**src/rtl/param_load_ctrl_pkg.sv**
```systemverilog
// Shared definitions for the parameter loader: FSM encoding and core-select constants.
package param_load_ctrl_pkg;

    // Width of the core-select bus driven towards the grid.
    localparam int unsigned CORE_SEL_W = 3;

    // Core-select value meaning "no core selected".
    localparam logic [CORE_SEL_W-1:0] CORE_NONE = 3'd0;

    // Core-select value of the first core of a run.
    localparam logic [CORE_SEL_W-1:0] CORE_FIRST = 3'd1;

    // Loader FSM states.
    typedef enum logic [2:0] {
        ST_IDLE    = 3'd0,
        ST_SELECT  = 3'd1,
        ST_STREAM  = 3'd2,
        ST_WAIT_EN = 3'd3,
        ST_FINISH  = 3'd4,
        ST_ERROR   = 3'd5
    } state_t;

endpackage

```
**src/rtl/param_load_ctrl.sv**
```systemverilog
// Parameter loader: streams WORDS_PER_CORE source words into the grid parameter
// FIFO for each of NUM_CORES cores in turn, waiting for the grid to acknowledge
// every core before moving on, with a timeout on that acknowledge.
module param_load_ctrl
    import param_load_ctrl_pkg::*;
#(
    parameter int unsigned NUM_CORES      = 6,
    parameter int unsigned WORDS_PER_CORE = 256,
    parameter int unsigned PARAM_W        = 368,
    parameter int unsigned TIMEOUT        = 1024
) (
    input  logic                                    clk,
    input  logic                                    reset_n,
    input  logic                                    start,
    input  logic                                    abort,
    input  logic                                    src_valid,
    input  logic [PARAM_W-1:0]                      src_data,
    output logic                                    src_ready,
    output logic [CORE_SEL_W-1:0]                   next_core,
    output logic [PARAM_W-1:0]                      parameter_in,
    output logic                                    param_winc,
    input  logic                                    param_wfull,
    input  logic                                    next_core_en,
    output logic                                    busy,
    output logic                                    done,
    output logic                                    err,
    output logic [$clog2(WORDS_PER_CORE+1)-1:0]     word_cnt
);

    localparam int unsigned WCNT_W = $clog2(WORDS_PER_CORE + 1);
    localparam int unsigned CORE_W = (NUM_CORES > 1) ? $clog2(NUM_CORES) : 1;
    localparam int unsigned TMO_W  = (TIMEOUT > 1) ? $clog2(TIMEOUT) : 1;

    localparam logic [WCNT_W-1:0] WCNT_LAST = WCNT_W'(WORDS_PER_CORE - 1);
    localparam logic [CORE_W-1:0] CORE_LAST = CORE_W'(NUM_CORES - 1);
    localparam logic [TMO_W-1:0]  TMO_LAST  = TMO_W'(TIMEOUT - 1);

    state_t            state;
    logic [CORE_W-1:0] core_idx;
    logic [TMO_W-1:0]  tmo_cnt;
    logic              xfer;

    // A word moves only while streaming, with source data present and room in the
    // FIFO; reset and abort suppress it so a discarded core never gets a stray write.
    assign xfer         = reset_n & ~abort & (state == ST_STREAM) & src_valid & ~param_wfull;
    assign param_winc   = xfer;
    assign src_ready    = xfer;
    assign parameter_in = src_data;

    // Loader FSM with its word counter, timeout counter and registered status outputs.
    always_ff @(posedge clk) begin
        if (!reset_n) begin
            state     <= ST_IDLE;
            core_idx  <= '0;
            word_cnt  <= '0;
            tmo_cnt   <= '0;
            next_core <= CORE_NONE;
            busy      <= 1'b0;
            done      <= 1'b0;
            err       <= 1'b0;
        end else begin
            done <= 1'b0;
            if (abort) begin
                // Abort wins over everything; err survives so a timeout stays visible.
                state     <= ST_IDLE;
                core_idx  <= '0;
                word_cnt  <= '0;
                tmo_cnt   <= '0;
                next_core <= CORE_NONE;
                busy      <= 1'b0;
            end else begin
                case (state)
                    ST_IDLE, ST_ERROR: begin
                        if (start) begin
                            state     <= ST_SELECT;
                            core_idx  <= '0;
                            word_cnt  <= '0;
                            tmo_cnt   <= '0;
                            err       <= 1'b0;
                            busy      <= 1'b1;
                            next_core <= CORE_FIRST;
                        end
                    end
                    ST_SELECT: begin
                        state <= ST_STREAM;
                    end
                    ST_STREAM: begin
                        if (xfer) begin
                            word_cnt <= word_cnt + WCNT_W'(1);
                            if (word_cnt == WCNT_LAST) begin
                                state   <= ST_WAIT_EN;
                                tmo_cnt <= '0;
                            end
                        end
                    end
                    ST_WAIT_EN: begin
                        // An acknowledge on the last timeout cycle still counts.
                        if (next_core_en) begin
                            if (core_idx < CORE_LAST) begin
                                state     <= ST_SELECT;
                                core_idx  <= core_idx + CORE_W'(1);
                                word_cnt  <= '0;
                                next_core <= next_core + 3'd1;
                            end else begin
                                state <= ST_FINISH;
                                done  <= 1'b1;
                            end
                        end else if (tmo_cnt == TMO_LAST) begin
                            state <= ST_ERROR;
                            err   <= 1'b1;
                            busy  <= 1'b0;
                        end else begin
                            tmo_cnt <= tmo_cnt + TMO_W'(1);
                        end
                    end
                    ST_FINISH: begin
                        state     <= ST_IDLE;
                        busy      <= 1'b0;
                        next_core <= CORE_NONE;
                    end
                    default: begin
                        state <= ST_IDLE;
                    end
                endcase
            end
        end
    end

endmodule

```
**config.mk**
```make
export PLATFORM = sky130hd
export DESIGN_NAME = param_load_ctrl
export DESIGN_NICKNAME = d
export VERILOG_FILES = /design/src/rtl/param_load_ctrl_pkg.sv /design/src/rtl/param_load_ctrl.sv
export SDC_FILE = /design/constraint.sdc
export NUM_CORES = 1
export LEC_CHECK = 0
export ABC_AREA = 1
export CAP_MARGIN = 10
export CORE_AREA = 2 2 296 298
export DETAILED_ROUTE_END_ITERATION = 10
export DIE_AREA = 0 0 298 300
export DONT_BUFFER_PORTS = 1
export GPL_ROUTABILITY_DRIVEN = 1
export PLACE_DENSITY_LB_ADDON = 0.3
export SLEW_MARGIN = 20
export SYNTH_ARGS = -nofsm -noshare
export SYNTH_HDL_FRONTEND = slang
export SYNTH_SLANG_ARGS = --single-unit
```
**constraint.sdc**
```tcl
create_clock -name clk -period 3 [get_ports clk]
set_input_delay 0.6 -clock clk [delete_from_list [all_inputs] [get_ports clk]]
set_output_delay 0.6 -clock clk [all_outputs]
set_load 0.01 [all_outputs]
```
After elaboration in Yosys (flattened, before gate mapping). Index checks and enable logic that the tools add are counted.

Bitwise gates (word level): 9. Equality and inequality tests: 16. Add/sub/neg operators: 4. Mux-type cells: 34. $lt $le $gt $ge: 1. Reductions and logical operators: 14.

Operator list (count): 2-to-1 mux 10 bit (5); 2-to-1 mux 9 bit (4); 2-to-1 mux 3 bit (11); one-hot mux 10 bit (3 select lines) (1); one-hot mux 9 bit (3 select lines) (1); AND reduction 4 bit (4); != test 2 bit (second input constant) (7); one-hot mux 3 bit (4 select lines) (1); adder 10 x 1 -> 10 bit (second input constant) (1); == test 10 bit (second input constant) (1); AND reduction 5 bit (2); adder 9 x 1 -> 9 bit (second input constant) (1); == test 9 x 8 -> 1 bit (second input constant) (1); one-hot mux 3 bit (3 select lines) (1); 2-to-1 mux 1 bit (7); adder 3 x 1 -> 3 bit (second input constant) (2); == test 3 x 2 -> 1 bit (second input constant) (2); == test 3 bit (second input constant) (2); one-hot mux 3 bit (2 select lines) (1); AND reduction 6 bit (1); nonzero test 3 bit (2); inverter 1 bit (5); AND 1 bit (4); OR reduction 2 bit (2); 9 further kinds (9).

Output and inout bits: 385. Logic and storage cells: 86. Register bits: 31. Input port bits: 375.

Longest topological paths before layout. Gate-level depths: netlist of run 1.

Depth in word-level cells: 7. Depth in mapped cells: 16.

Worst setup path before layout of run 1. No wires, ideal clock.

Path kind: register to register. From: reg word_cnt[0]. To: reg tmo_cnt[2]. Required time: 2.885 ns. Cell stages (with the launch flop): 17. Period minus slack after synthesis: 1.969 ns. Arrival time: 1.854 ns. Slack: 1.031 ns. Library setup time: 0.115 ns. Buffers on the path: 1. Path through: dfxtp_1 ha_1 nand2_1 inv_1 nand2_1 nor2_1 nand2_1 nor3_1 ha_1 inv_1 nand2_1 nand3_2 nor2_4 buf_6 nand3_1 nand2_1 nor2_1.

Longest elaborated chain between the ends: 3.

Ends and longest elaborated chain: start: declaration (line param_load_ctrl.sv:27) `output logic [$clog2(WORDS_PER_CORE+1)-1:0] word_cnt`; start signal: assignment (line param_load_ctrl.sv:89) `word_cnt <= word_cnt + WCNT_W'(1);`; == test 9 x 8 -> 1 bit (line param_load_ctrl.sv:90) `if (word_cnt == WCNT_LAST) begin`; != test 2 x 1 -> 1 bit (no source line); AND reduction 6 bit (no source line); end signal: assignment (line param_load_ctrl.sv:113) `tmo_cnt <= tmo_cnt + TMO_W'(1);`; end: declaration (line param_load_ctrl.sv:40) `logic [TMO_W-1:0] tmo_cnt;`.

No other way between the ends. A chain may end at the register's enable or synchronous reset.

Final worst setup path of run 1.
From: reg word_cnt[0]. To: reg tmo_cnt[1].

The elaborated chain is that of the path after synthesis.

==> metrics.yaml, run 1 <==
clock_network:
  cts_hold_buf: 0
  post_cts_buffers: 0
  cts_resized: 0
  root_buffer: "clkbuf_16"
  cts_buffers: 5
  cts_buffer_depth: 2
  clkLatencyLatePin_ns: 0.28
  cts_sinks: 31
  cts.clk_slew.worst_paths_ns: 0.06
  htreeDepth: 2
  tritoncts: "yes"
finish:
  drive_above_1_share: 0.09732
  syn_to_final_growth_pct: -25.49
  final_util: 0.04001
  fin_nets: 677
  antenna_cells: 0
yosys:
  ys.flop_type: "dfxtp_1"
  yosysTopAreaCell: "buf_4"
  synth_compound_area_frac: 0.04135
  syn_nets: 1041
  synth_warnings: 0
  synthTopCellsByArea: "buf_4 60%, dfxtp_1 13%, nand2_1 6.4%"
  synth-edff-count: 0
  yosys_register_bits: 31
  synthArstFlopShare: 0
  synthXorXnorAreaFrac: 0.003784
  synth-simple-area-share: 0.1727
  avgSynthCellArea_um2: 7.004
  syn_inst: 661
  synth_cell_type_count: 28
  synthAdderAreaFrac: 0.01351
  ys_seq_area_frac: 0.1341
  synth_area_um2: 4629
  synthMuxAreaShare: 0
  synth_top_area_frac: 0.6000
  synth_top_family_by_area: "buffers and inverters"
timing:
  tns_ns: 0
  finalCriticalPeriod_ns: 2.459
  finalHoldViolations: 0
  final-max-slew-violation-count: 0
  fmax_mhz: 406.7
  worstMarginPinSlew_ns: 0.4433
  grt_setup_unrepaired: "false"
  period_share: 0.8196
  relSlewSlack: 0.7041
  setup_violations: 0
  skew_ns: 0.01128
setup_path:
  cp_slowest_cell: "dfxtp_1"
  path_buf_inv: 2
  startpoint_type: "register"
  cp.arrival_ns: 2.62
  critPathCaptureType: "register"
  cpPeakStageDelay_ns: 0.46
  path_cells: "ha_1 > nand2_1 > inv_1 > nand2_1 > nor2_1 > nand2_1 > nor3_1 > ha_1 > inv_1 > nand2_1 > nand3_2 > nor2_4 > nand2_2 > nand3_1 > o21ai_0"
  cp_top_family: "simple AND/OR/NAND/NOR gates"
  critical_path_class: "register to register"
  cp_common_cell: "nand2_1"
  worstPathMaxFanout: 11
  crit_required_ns: 3.16
global_routing:
  gr-usage-all-layers: 0.02885
  antenna_found_initial: 1
  gr-total-overflow: 0
  grt_pass1_wl_um: 18490
  grt_pass1_vias: 2508
  grt_max_degree: 18
hold_path:
  worst_hold_path_type: "input port to register"
routing:
  antenna_left: 0
  drc: 0
  drt-initial-drc-count: 109
  vias_per_cell: 1.687
  routedWlPerCell_um: 9.736
  wirelength_um: 14150
  first_pass_iters: 4
  vias: 2451
run_status:
  status: "completed"
power:
  leakage_nw: 0.8163
  power.density_nw_per_um2: 321.8
  irDropWorstVdd_v: 0.0001885
floorplanning:
  io_pins: 760
  start_util: 0.05370
  core_area_um2: 86210
  die_w_um: 298
  rows: 108
  die_area_um2: 89400
  die_h_um: 300
run:
  drv_cap: 0
place:
  gp_congestion: 0.6880
  numPortBuffers: 0
  dp_hpwl_um: 11450
synth_stat cells, types with 2 or more instances:
cell	instances
nor3_1	2
nand3b_1	2
nor2_1	46
ha_1	5
buf_6	2
buf_4	370
inv_1	30
nand3_1	32
a21oi_1	22
o21ai_0	13
dfxtp_1	31
nand2_2	5
inv_2	2
nand3_2	3
nor2_4	3
nor2_2	2
xor2_1	2
nand2_1	79
area by class of cell:
class	instances	area, µm²
multi-input combinational	222	1071
sequential	31	620.6
fill	10392	82760
tap	1155	1445
timing repair buffer	3	22.52
inverter	34	130.1
clock buffer	7	152.6
clock inverter	1	7.507
flip-flops by register name, indices dropped and copies added (netlist names):
signal	cells
word_cnt	9
state	3
done	1
next_core	3
core_idx	3
err	1
tmo_cnt	10
busy	1
cell families after synthesis:
kind of cell	Yosys count
AO/OA/AOI/OAI	37
XOR/XNOR	2
adder cells (fa/ha/maj)	5
buffers and inverters	408
flip-flops	31
AND/OR/NAND/NOR	178
path summary, 6_finish.rpt:
path                             startpoint    endpoint  slack [ns]  depth (start not counted)
worst max-delay path            word_cnt[0]  tmo_cnt[1]        0.54                         15
worst min-delay path                reset_n         err        0.44                          2
worst max register to register  word_cnt[0]  tmo_cnt[1]        0.54                         15
worst min register to register   tmo_cnt[7]  tmo_cnt[7]        0.49                          2
worst register-to-register path: stages, from the launching register on:
cell     delay, ns
dfxtp_1       0.46
ha_1          0.21
nand2_1       0.05
inv_1         0.07
nand2_1       0.07
nor2_1        0.17
nand2_1       0.09
nor3_1        0.15
ha_1          0.17
inv_1         0.04
nand2_1       0.09
nand3_2       0.10
nor2_4        0.29
nand2_2       0.21
nand3_1       0.10
o21ai_0       0.07
routing by layer:
metal / GRT usage / share of wire / vias up
met5: 0.01534 / 0.014 / -
met4: 0.03207 / 0.11 / 6
li1: - / - / 944
met2: 0.03538 / 0.37 / 389
met3: 0.03555 / 0.26 / 158
met1: 0.01955 / 0.24 / 954
placed cells by master (no fill, tap or decap):
cell type,instances
clkinv_1,1
nand4_1,1
dfxtp_1,31
o21ai_0,13
nor2_4,3
o21a_1,1
or2_2,1
nand3_1,32
clkbuf_16,5
clkinvlp_4,1
nand3_4,1
xor2_1,2
nand2_2,5
clkbuf_8,2
nor3_1,2
nand2_1,79
a221oi_1,1
nor2_1,46
inv_1,30
inv_4,1
buf_4,3
nand3_2,3
nor3b_1,1
nand3b_1,2
a21oi_1,22
ha_1,5
nor2_2,2
inv_2,2
power by group:
| group | switching (mW) | internal, mW |
|---|---|---|
| Combinational | 0.102 | 0.0412 |
| Clock | 0.183 | 0.352 |
| Sequential | 0.0110 | 0.421 |
stage by stage:
step | area, µm² | power [mW] | cells | setup slack [ns] | hold WS, ns
5_1_grt | 3450 | 1.173 | 1453 | 0.1783 | 0.4383
4_1_cts | 3450 | 1.132 | 1453 | 0.5288 | 0.4313
3_3_place_gp | 3289 | 0.5852 | 1445 | 0.5899 | 0.4802
2_1_floorplan | 4629 | 1.059 | 661 | 1.031 | 0.4541
6_report | 3450 | 1.110 | 1453 | 0.5411 | 0.4392
3_5_place_dp | 3289 | 0.5854 | 1445 | 0.5587 | 0.4879
Power figures use the tool's default switching activity.
==> inputs of run 2 (changes only) <==
clock period = 2.55 ns   (was 3 ns; I/O delays follow)
==> run 2 against run 1 <==
Net effect: count of clock-buffer cells in the layout unchanged; final area grew 0.87%; combinational power grew 24%; highest routed layer unchanged.
==> metrics.yaml, run 2 (synthesized netlist as in run 1, its figures left out) <==
setup_path:
  startpoint_type: "register"
  crit_required_ns: 2.76  # -0.40 ns
  critPathCaptureType: "register"
  worstPathMaxFanout: 10  # -1
  critical_path_class: "register to register"
  critPathLaunch: "word_cnt[1]"
  rr_startpoint: "word_cnt[1]"
  cp.arrival_ns: 2.32  # -0.30 ns
timing:
  finalHoldViolations: 0  # unchanged
  worst_slack_ns: 0.4384  # -0.1027 ns
  fmax_mhz: 473.6  # +16%
  worstMarginPinSlew_ns: 0.4461  # +0.002838 ns
  finalCriticalPeriod_ns: 2.112  # -0.3473 ns
  skew_ns: 0.008331  # -0.002953 ns
  tns_ns: 0  # unchanged
  final-max-slew-violation-count: 0  # unchanged
  grt_setup_unrepaired: "false"
  relSlewSlack: 0.7015  # -0.002587
  setup_violations: 0  # unchanged
  period_share: 0.8281  # +0.008456
routing:
  antenna_left: 0  # unchanged
  vias_per_cell: 1.681  # -0.36%
  first_pass_iters: 4  # unchanged
  vias: 2449  # -0.082%
  drt-initial-drc-count: 86  # -21%
  routedWlPerCell_um: 9.653  # -0.85%
  wirelength_um: 14060  # -0.58%
  drc: 0  # unchanged
floorplanning:
  die_h_um: 300  # unchanged
  die_w_um: 298  # unchanged
  rows: 108  # unchanged
  io_pins: 760  # unchanged
  start_util: 0.05370  # unchanged
  die_area_um2: 89400  # unchanged
  core_area_um2: 86210  # unchanged
clock_network:
  cts_hold_buf: 0  # unchanged
  cts_sinks: 31  # unchanged
  post_cts_buffers: 0  # unchanged
  cts.clk_slew.worst_paths_ns: 0.06  # about the same
  tritoncts: "yes"
  cts_buffer_depth: 2  # unchanged
  clkLatencyLatePin_ns: 0.28  # about the same
  cts_resized: 0  # unchanged
  cts_buffers: 5  # unchanged
  root_buffer: "clkbuf_16"
  htreeDepth: 2  # unchanged
finish:
  mostFrequentLayoutCell: "nand2_1"
  antenna_cells: 0  # unchanged
  largest_register_ffs: 10  # unchanged
  layout_common_cells: "79 x nand2_1, 46 x nor2_1, 32 x nand3_1"
  top_regs: "tmo_cnt x10, word_cnt x9"
  drive_above_1_share: 0.1093  # +0.01196
  syn_to_final_growth_pct: -24.84
  fin_nets: 681  # +0.59%
  regMostFlops: "tmo_cnt"
hold_path:
  worst_hold_path_type: "input port to register"
  min-delay-start: "reset_n"
place:
  numPortBuffers: 0  # unchanged
  dp_slack_ns: 0.4412  # -0.1175 ns
  gp_congestion: 0.7113  # +3.4%
  dp_hpwl_um: 11390  # -0.56%
global_routing:
  gr-usage-all-layers: 0.02914  # +0.0002943
  grt_pass1_vias: 2568  # +2.4%
  grt_max_degree: 14  # -4
  antenna_found_initial: 0  # -1
  grt_pass1_wl_um: 18730  # +1.3%
  gr-total-overflow: 0  # unchanged
run_status:
  status: "completed"
power:
  leakage_nw: 0.8365  # +2.5%
  power.density_nw_per_um2: 379.2  # +18%
  irDropWorstVdd_v: 0.0002108  # +12%
run:
  drv_cap: 0  # unchanged
-- run 2: stage by stage --
step | utilization | power, mW | area [µm²] | instances | hold WS (ns)
after global routing | 0.04036 | 1.397 | 3480 | 1457 | 0.3675
final | 0.04036 | 1.319 | 3480 | 1457 | 0.3542
after CTS | 0.04036 | 1.355 | 3480 | 1457 | 0.3452
after detailed placement | 0.03850 | 0.6968 | 3319 | 1449 | 0.4859
after global placement | 0.03850 | 0.6983 | 3319 | 1449 | 0.4809
after floorplan | - | 1.246 | 4629 | 661 | 0.4541
-- run 2: layout make-up --
| cell class | count | area, µm² |
|---|---|---|
| fillers | 10378 | 82730 |
| well taps | 1155 | 1445 |
| multi-input cells | 222 | 1071 |
| flip-flops and latches | 31 | 620.6 |
| clock buffers | 7 | 152.6 |
| inverters | 34 | 130.1 |
| repair buffers | 7 | 52.55 |
| clock inverters | 1 | 7.507 |
-- run 2: worst paths after layout --
kind,end,slack (ns),cells after the start
max,tmo_cnt[6],0.44,15
min,err,0.35,2
max reg2reg,tmo_cnt[6],0.44,15
min reg2reg,tmo_cnt[7],0.50,2
-- run 2: critical path: stages (launching register included) --
cell and delay [ns]:
dfxtp_1 0.34, ha_1 0.17, nand2_1 0.06, inv_1 0.07, nand2_1 0.07, nor2_1 0.15, nand2_1 0.09, nor3_1 0.16
ha_1 0.17, inv_1 0.03, nand2_1 0.09, nand3_2 0.10, nor2_4 0.13, buf_4 0.18, nand3_1 0.09, a21oi_1 0.15
-- run 2: routing by layer --
metal | wire [µm] | vias to the layer above | track usage
met4 | 1577 | 6 | 0.03254
met5 | 196 | - | 0.01534
li1 | - | 951 | -
met1 | 3521 | 956 | 0.02078
met2 | 5074 | 380 | 0.03455
met3 | 3695 | 156 | 0.03570
-- run 2: power by group --
group | internal (mW) | switching, mW | total, mW
Sequential | 0.495 | 0.0107 | 0.505
Clock | 0.415 | 0.220 | 0.635
Combinational | 0.0546 | 0.124 | 0.179
==> inputs of run 3 (changes only) <==
clock period = 2.05 ns   (was 2.55 ns; I/O delays follow)
==> run 3 against run 2 <==
Net effect: setup slack lost 0.37 ns; sequential cell count stayed put; count of clock-buffer cells in the layout did not move; register-to-register slack worse by 0.37 ns; wire length up 3.9%; sequential power increased by 25%; clock skew decreased by 0.0016 ns; largest cell class unchanged.
==> metrics.yaml, run 3 (synthesized netlist as in run 1, its figures left out) <==
routing:
  antenna_left: 0  # unchanged
  vias_per_cell: 1.708  # +1.6%
  first_pass_iters: 4  # unchanged
  wirelength_um: 14620  # +3.9%
  drc: 0  # unchanged
  routedWlPerCell_um: 9.945  # +3.0%
  drt-initial-drc-count: 88  # +2.3%
  vias: 2511  # +2.5%
place:
  numPortBuffers: 0  # unchanged
  dp_slack_ns: -0.006845  # -0.4480 ns
  place_inst: 1461  # +0.83%
  dp_hpwl_um: 11800  # +3.6%
  gp_congestion: 0.6849  # -3.7%
finish:
  fin_cells: 1470  # +0.89%
  fillers: 10368  # -0.096%
  multiInputGateArea_um2: 1161  # +8.4%
  largest_register_ffs: 10  # unchanged
  drive_above_1_share: 0.2095  # +0.1003
  top_regs: "tmo_cnt x10, word_cnt x9"
  fin_nets: 694  # +1.9%
  syn_to_final_growth_pct: -21.05
  layout_common_cells: "75 x nand2_1, 44 x nor2_1, 29 x dfxtp_1"
  regMostFlops: "tmo_cnt"
  regArea_um2: 623.1  # +0.40%
  mostFrequentLayoutCell: "nand2_1"
  antenna_cells: 0  # unchanged
power:
  pwr-share-comb: 0.154  # +0.019
  clkPwrFrac: 0.450  # -0.031
  p_sw_mw: 0.4450  # +25%
  sw_frac_of_total: 0.2797  # +0.01051
  p_int_mw: 1.146  # +19%
  power.density_nw_per_um2: 435.3  # +15%
  seq_power_share: 0.396  # +0.013
  irDropWorstVdd_v: 0.0003546  # +68%
  total_power_mw: 1.591  # +21%
  leakage_nw: 0.9170  # +9.6%
floorplanning:
  core_area_um2: 86210  # unchanged
  die_w_um: 298  # unchanged
  rows: 108  # unchanged
  die_h_um: 300  # unchanged
  io_pins: 760  # unchanged
  die_area_um2: 89400  # unchanged
  start_util: 0.05370  # unchanged
timing:
  skew_ns: 0.006710  # -0.001621 ns
  relSlewSlack: 0.7007  # -0.0007810
  worst_slack_ns: 0.06342  # -0.3750 ns
  finalCriticalPeriod_ns: 1.987  # -0.1250 ns
  setup_violations: 0  # unchanged
  fmax_mhz: 503.4  # +6.3%
  worstMarginPinSlew_ns: 0.4473  # +0.001167 ns
  finalHoldViolations: 0  # unchanged
  final-max-slew-violation-count: 0  # unchanged
  grt_setup_unrepaired: "true"
  period_share: 0.9691  # +0.1410
clock_network:
  htreeDepth: 2  # unchanged
  cts_buffer_depth: 2  # unchanged
  clkLatencyLatePin_ns: 0.27  # about the same
  cts_buffers: 5  # unchanged
  cts_sinks: 31  # unchanged
  cts.clk_slew.worst_paths_ns: 0.05  # about the same
  tritoncts: "yes"
  root_buffer: "clkbuf_16"
global_routing:
  antenna_found_initial: 0  # unchanged
  grt-busiest-layer: "met2"
  grtUsageMet2: 0.03643  # +0.001883
  grt_pass1_wl_um: 19420  # +3.7%
  gr-total-overflow: 0  # unchanged
  grt_max_degree: 14  # unchanged
  grt_pass1_vias: 2637  # +2.7%
  met1_usage: 0.02231  # +0.001532
  gr-usage-all-layers: 0.03020  # +0.001061
  grt_util_met3: 0.03570  # unchanged
hold_path:
  whs_endpoint: "err"
  min-delay-start: "reset_n"
  worst_hold_path_type: "input port to register"
  whs_path_depth: 2  # unchanged
setup_path:
  worstPathMaxFanout: 7  # -3
  r2r_slack_ns: 0.06  # -0.37 ns
  cpPeakStageDelay_ns: 0.35  # about the same
  critical_path_class: "register to register"
  startpoint_type: "register"
  rr_startpoint: "word_cnt[1]"
  cp_top_family: "simple AND/OR/NAND/NOR gates"
  critPathCaptureType: "register"
  path_cells: "ha_4 > nand2_2 > inv_2 > nand2_4 > nor2_4 > nand2_2 > nor3_2 > ha_2 > inv_2 > nand2_2 > nand3_2 > nor2_4 > buf_6 > nand3_1 > a21oi_1"
  crit_required_ns: 2.26  # -0.50 ns
  path_buf_inv: 3  # unchanged
  cp_slowest_cell: "dfxtp_2"
  cp.arrival_ns: 2.19  # -0.13 ns
  r2r_end: "tmo_cnt[7]"
  reg2reg_depth: 15  # unchanged
  cp_common_cell: "nand2_2"
run:
  drv_cap: 0  # unchanged
run_status:
  status: "completed"
run 3: how the worst max path moves through the flow:
stage	startpoint	end	slack, ns	depth (start not counted)
floorplan	word_cnt[0]	tmo_cnt[2]	0.08	16
global placement	word_cnt[0]	tmo_cnt[5]	0.05	15
detailed placement	word_cnt[0]	tmo_cnt[8]	-0.007	15
CTS	word_cnt[1]	tmo_cnt[8]	0.003	15
global route	word_cnt[0]	tmo_cnt[4]	-0.06	15
finish	word_cnt[1]	tmo_cnt[7]	0.06	15
run 3: power by group through the flow:
| stage | clock, mW | sequential (mW) | combinational (mW) |
|---|---|---|---|
| CTS | 0.737 | 0.630 | 0.234 |
| floorplan | 0 | 0.640 | 0.909 |
| global route | 0.760 | 0.633 | 0.281 |
| global placement | 0 | 0.643 | 0.233 |
| detailed placement | 0 | 0.642 | 0.233 |
| finish | 0.715 | 0.631 | 0.245 |
run 3: cell type report:
cell class              instances  share of cell area
clock buffers                   7             0.03629
flip-flops and latches         31              0.1705
inverters                      34             0.03560
clock inverters                 1            0.001369
multi-input cells             222              0.3177
well taps                    1155              0.3954
repair buffers                 20             0.04314
run 3: through the flow:
| step | setup TNS (ns) | hold WS (ns) | util | area (µm²) |
|---|---|---|---|---|
| after floorplan | 0 | 0.4541 | - | 4629 |
| after global placement | 0 | 0.4718 | 0.03955 | 3410 |
| after detailed placement | -0.007917 | 0.4960 | 0.03955 | 3410 |
| after CTS | 0 | 0.2426 | 0.04117 | 3550 |
| after global routing | -0.4594 | 0.2759 | 0.04239 | 3655 |
| final | 0 | 0.2495 | 0.04239 | 3655 |
run 3: metal layers:
metal | part of all wire | vias up
met5 | 0.013 | -
met4 | 0.11 | 6
met3 | 0.25 | 161
met2 | 0.36 | 385
met1 | 0.26 | 986
li1 | - | 973
run 3: timing repair:
action,CTS,global route
setup endpoints to repair,5,13
gates resized for setup,1,27
pin swaps,0,14
buffers inserted,0,1
hold buffers,0,0
